**src/rtl/popcount10_err_monitor.sv**
```systemverilog
`default_nettype none
// ============================================================================
// popcount10_err_monitor : exhaustive 10-bit error sweep of an approximate popcount.
// Optional signed bias accumulator enabled by POPCOUNT10_ERRMON_BIAS_EN.  Rev 1.0
// ============================================================================
module popcount10_err_monitor #(
   parameter int SETTLE = 2
) (
   input  logic        clk,
   input  logic        rst_n,
   input  logic        start,
   input  logic [3:0]  pc_in,
   output logic [9:0]  stim_out,
   output logic        busy,
   output logic        done,
   output logic [13:0] err_sum,
   output logic [3:0]  wce,
   output logic [10:0] err_cnt
`ifdef POPCOUNT10_ERRMON_BIAS_EN
   ,
   output logic signed [14:0] bias_sum
`endif
);

   localparam logic [7:0] c_settle_last = 8'(SETTLE);
   localparam logic [9:0] c_last_vec    = 10'h3FF;

   typedef enum logic [1:0] {
      IDLE = 2'd0,
      RUN  = 2'd1,
      DONE = 2'd2
   } state_t;

   state_t     r_state;
   state_t     w_state_next;
   logic [7:0] r_settle_cnt;
   logic       w_accept;
   logic       w_sample;
   logic [3:0] w_exact;
   logic [4:0] w_diff;
   logic [4:0] w_neg_diff;
   logic [3:0] w_abs_err;

   always_comb begin
      w_exact = 4'd0;
      for (int i = 0; i < 10; i++) begin
         w_exact = w_exact + {3'd0, stim_out[i]};
      end
   end

   // Signed pc_in - exact in 5 bits; magnitude never exceeds 15.
   assign w_diff     = {1'b0, pc_in} - {1'b0, w_exact};
   assign w_neg_diff = 5'd0 - w_diff;
   assign w_abs_err  = w_diff[4] ? w_neg_diff[3:0] : w_diff[3:0];

   always_ff @(posedge clk or negedge rst_n) begin
      if (!rst_n) begin
         r_state <= IDLE;
      end else begin
         r_state <= w_state_next;
      end
   end

   always_comb begin
      w_state_next = r_state;
      w_accept     = 1'b0;
      w_sample     = 1'b0;
      busy         = 1'b0;
      done         = 1'b0;
      case (r_state)
         IDLE: begin
            if (start) begin
               w_accept     = 1'b1;
               w_state_next = RUN;
            end
         end
         RUN: begin
            busy = 1'b1;
            if (r_settle_cnt == c_settle_last) begin
               w_sample = 1'b1;
               if (stim_out == c_last_vec) begin
                  w_state_next = DONE;
               end
            end
         end
         DONE: begin
            done         = 1'b1;
            w_state_next = IDLE;
         end
         default: begin
            w_state_next = IDLE;
         end
      endcase
   end

   always_ff @(posedge clk or negedge rst_n) begin
      if (!rst_n) begin
         stim_out     <= 10'd0;
         r_settle_cnt <= 8'd0;
         err_sum      <= 14'd0;
         wce          <= 4'd0;
         err_cnt      <= 11'd0;
      end else if (w_accept) begin
         stim_out     <= 10'd0;
         r_settle_cnt <= 8'd0;
         err_sum      <= 14'd0;
         wce          <= 4'd0;
         err_cnt      <= 11'd0;
      end else if (r_state == RUN) begin
         if (w_sample) begin
            r_settle_cnt <= 8'd0;
            err_sum      <= err_sum + {10'd0, w_abs_err};
            wce          <= (w_abs_err > wce) ? w_abs_err : wce;
            err_cnt      <= err_cnt + {10'd0, |w_abs_err};
            // The final vector is left on stim_out for inspection in IDLE.
            if (stim_out != c_last_vec) begin
               stim_out <= stim_out + 10'd1;
            end
         end else begin
            r_settle_cnt <= r_settle_cnt + 8'd1;
         end
      end
   end

`ifdef POPCOUNT10_ERRMON_BIAS_EN
   always_ff @(posedge clk or negedge rst_n) begin
      if (!rst_n) begin
         bias_sum <= 15'sd0;
      end else if (w_accept) begin
         bias_sum <= 15'sd0;
      end else if (w_sample) begin
         bias_sum <= bias_sum + $signed({{10{w_diff[4]}}, w_diff});
      end
   end
`endif

endmodule

`default_nettype wire

```
**config.mk**
```make
export PLATFORM = sky130hd
export DESIGN_NAME = popcount10_err_monitor
export DESIGN_NICKNAME = d
export VERILOG_FILES = /design/src/rtl/popcount10_err_monitor.sv
export SDC_FILE = /design/constraint.sdc
export NUM_CORES = 1
export LEC_CHECK = 0
export ABC_CLOCK_PERIOD_IN_PS = 9240
export CAP_MARGIN = 15
export CORE_MARGIN = 1
export CORE_UTILIZATION = 59
export CTS_CLUSTER_DIAMETER = 150
export DETAILED_ROUTE_END_ITERATION = 7
export PLACE_DENSITY_LB_ADDON = 0.1
export SYNTH_ARGS = -nofsm -noshare
export SYNTH_HDL_FRONTEND = slang
export SYNTH_SLANG_ARGS = --single-unit
```
**constraint.sdc**
```tcl
create_clock -name clk -period 9.24 [get_ports clk]
set_input_delay 1.386 -clock clk [delete_from_list [all_inputs] [get_ports clk]]
set_output_delay 1.386 -clock clk [all_outputs]
set_load 0.005 [all_outputs]
```
==> impl_results.md <==
- GR Util met1: a little under a third
- Tmin final: 6.92 ns
- NumNets Final: 440
- Number of flops mapped to enable cells by yosys: 0
- Synth top cells by count: 49 x dfrtp_1, 40 x nand2_1, 35 x nor2_1
- CP Capture Type: register
- DRC viols: 0
- IO Count: 48
- Hold path start: r_settle_cnt[7]
- Worst slack at placement: 1.98 ns
- Pwr dens: 398 mW/mm^2
- Critical-path top delay cell: clkdlybuf4s50_1
- Largest fanout on the critical path: 9
- Hold Path Stages: 1
- Post-DP HPWL: 5.08 mm
- Max transition margin: 57.3%
- Fillers: 389
- Final Util: 74.6%
- Port bufs: 47
- Part of the cycle the worst path needs: 74.9%
- Endpoints failing setup: 0
- # hold bufs at CTS: 0
- WP data arrival: 7.15 ns
- Vias in the first global route: 2,493
- Hold Violations, Final: 0
- Critical Path, Cell by Cell: clkdlybuf4s50_1, inv_1, fa_1, fa_1, inv_1, fa_1, inv_1, fa_1, fa_1, xor2_1, and3_1, o31a_1, o211ai_1, xor2_1, inv_1, ha_1, nand3_1, nand2_1, nand2_1, or3_1, a21oi_1
- GRT overflow: 0
- Fin cells: around 460
- Total Wirelength: 7.01 mm
- Num CTS Buffers: 5
- Die Ht: 75.9 um
- Worst min-delay path category: register to register
- Synthesized area: 0.00322 mm^2
- DP Cell Count: between 400 and 500
- Outcome: completed
- Deepest clock path buffer count: 2
- Worst R2R Start: stim_out[2]
- Mapped Nets: 394
- Slew @ Worst Pin: 0.641 ns
- Antenna violations before repair: 0
- First-pass detailed-route iteration total: 4
- Initial core utilization: 62.2%
- Cells after synthesis: 347
- Sink Count: between 40 and 50
- Setup TNS: 0 ns
- Yosys reg bits: between 40 and 50
- YS warnings: 0
- Clk pin slew, worst setup/hold paths: 0.09 ns
- Final Skew: roughly 0.0069 ns
- Met2 Use GR: 47.8%
- Most used cell along the critical path: fa_1
- Iter 0 DRT Violations: 117
- RSZ-0062 raised after global routing: false
- Vias: 2,614
- Main flop type after synthesis: dfrtp_1
- CTS tree: yes
- Row cnt: 26
- Register area share after synthesis: roughly two fifths
- First-pass GRT wire length: 11.1 mm
- Netlist cell types: 34
- Max Slew Vio Count: 0
- CP top delay family: adder cells
- Max Fclk: 145 MHz
- Asr flop ratio synth: 100%
- CP Launch Type: input port
- Total GRT Usage: 25.9%
- Instance count on the critical path: 21
- CTS Root Buffer Type: clkbuf_8
- Slowest stage delay, CP: 0.55 ns
- Largest net degree at the start of global routing: 50
- DR vias/cell: approximately 5.6
- Leak: 1.85 nW
- Area delta synth->final: 19.9%
- Crit path buf inv count: 5
- H-tree depth: 2
- Layout cells sized above 1: around 3.6%
- Die area: 0.00576 mm^2
- Antenna diode count: 0
- Resized Gates After CTS: 0
- Worst-Skew Late Latency: slightly above 0.3 ns
- Final worst slack: ~2.3 ns
- Ranking of synthesized cells by area: dfrtp_1 38%, ha_1 11%, fa_1 7.5%
- Post-synth top area cell: dfrtp_1
- Reg2Reg Depth: 20
- Post-synth top area share: 38.1%
- Routed length per instance: 15.1 um
- Setup CP Type: input port to register
- Met3 Track Usage GR: 3.31%
- Most frequent cell after synthesis: dfrtp_1
- Number of nets with antenna violations after routing: 0
- Core area: a little over 0.005 mm^2
- PnR Total Power: 1.54 mW
- Peak VDD IR: 0.000345 V
- Critical Path Source: pc_in[3]
- Post-CTS Setup Inserts: 0
- Routability cong.: around 0.86
- Max Cap Violations: 0
- GR peak layer: met2
- Required time worst endpoint: 9.47 ns
- Die Width: 75.9 um
- Syn avg cell area: between 9 and 10 um^2
==> where the power goes <==
group	internal (mW)	leakage (nW)	switching [mW]	total, mW
Combinational	0.470	1.13	0.613	1.08
Clock	0.0814	0.0554	0.0741	0.155
Sequential	0.250	0.660	0.0483	0.298
Total	0.801	1.85	0.735	1.54
==> registers in the layout, summed over array words and instances, names as in the netlist <==
register	cells
wce	4
r_state	2
err_sum	14
stim_out	10
err_cnt	11
r_settle_cnt	8
==> logic make-up (layout without fill, tap and decap cells) <==
| kind of cell | count (synthesis) | in the layout | share of synthesized area (%) |
|---|---|---|---|
| XOR/XNOR | 30 | 30 | 8.16 |
| AND/OR/NAND/NOR | 138 | 138 | 20.8 |
| AO/OA/AOI/OAI | 45 | 45 | 8.12 |
| multiplexers | 6 | 6 | 1.87 |
| adder cells (fa/ha/maj) | 40 | 40 | 18.3 |
| flip-flops | 49 | 49 | 38.1 |
| buffers and inverters | 39 | 86 | 4.62 |
==> routing by layer <==
metal	vias to the layer above	wire length [um]	share of wire, %
met3	7	223	3.2
met2	61	3570	51
met5	-	0	0
met1	1284	3150	45
met4	0	69	0.98
li1	1262	-	-
==> final timing paths <==
check	endpoint	slack [ns]
min in group asynchronous	wce[0]	1.18
min	r_settle_cnt[7]	0.54
max in group asynchronous	stim_out[0]	7.63
min reg2reg	r_settle_cnt[7]	0.54
max	err_sum[6]	2.32
max reg2reg	err_sum[6]	3.18
==> metrics by stage <==
stage	hold slack, ns	cell area (um^2)
after detailed placement	0.520	3750
after floorplan	0.496	3220
after global routing	0.560	3860
after global placement	0.507	3750
after CTS	0.533	3860
final	0.541	3860
==> worst register-to-register path: cells and delay by family, from the launching register on <==
family / cells / cell delay, ns
XOR/XNOR: 2 / 0.46
flip-flops: 1 / 0.48
AO/OA/AOI/OAI: 3 / 0.58
adder cells (fa/ha/maj): 7 / 3.25
buffers and inverters: 3 / 0.24
AND/OR/NAND/NOR: 5 / 0.96
==> layout by cell type, fill, tap and decap left out, types with 5 or more instances in the layout <==
cell type / count
a21oi_1: 19
and3_1: 11
clkbuf_8: 5
clkdlybuf4s50_1: 46
dfrtp_1: 49
fa_1: 12
ha_1: 28
inv_1: 29
mux2i_1: 6
nand2_1: 40
nand3_1: 20
nand4_1: 12
nor2_1: 35
nor3_1: 6
o21ai_0: 13
or3_1: 6
xnor2_1: 10
xor2_1: 20
==> layout make-up <==
type | instances | area (um^2) | area share [%]
multi-input combinational | 259 | 1840 | 47.8
sequential | 49 | 1230 | 31.8
timing repair buffer | 49 | 480 | 12.5
inverter | 29 | 109 | 2.82
tap | 70 | 87.6 | 2.27
clock buffer | 6 | 72.6 | 1.88
clock inverter | 2 | 38.8 | 1.01
No activity file was read; power rests on OpenSTA's default activity.
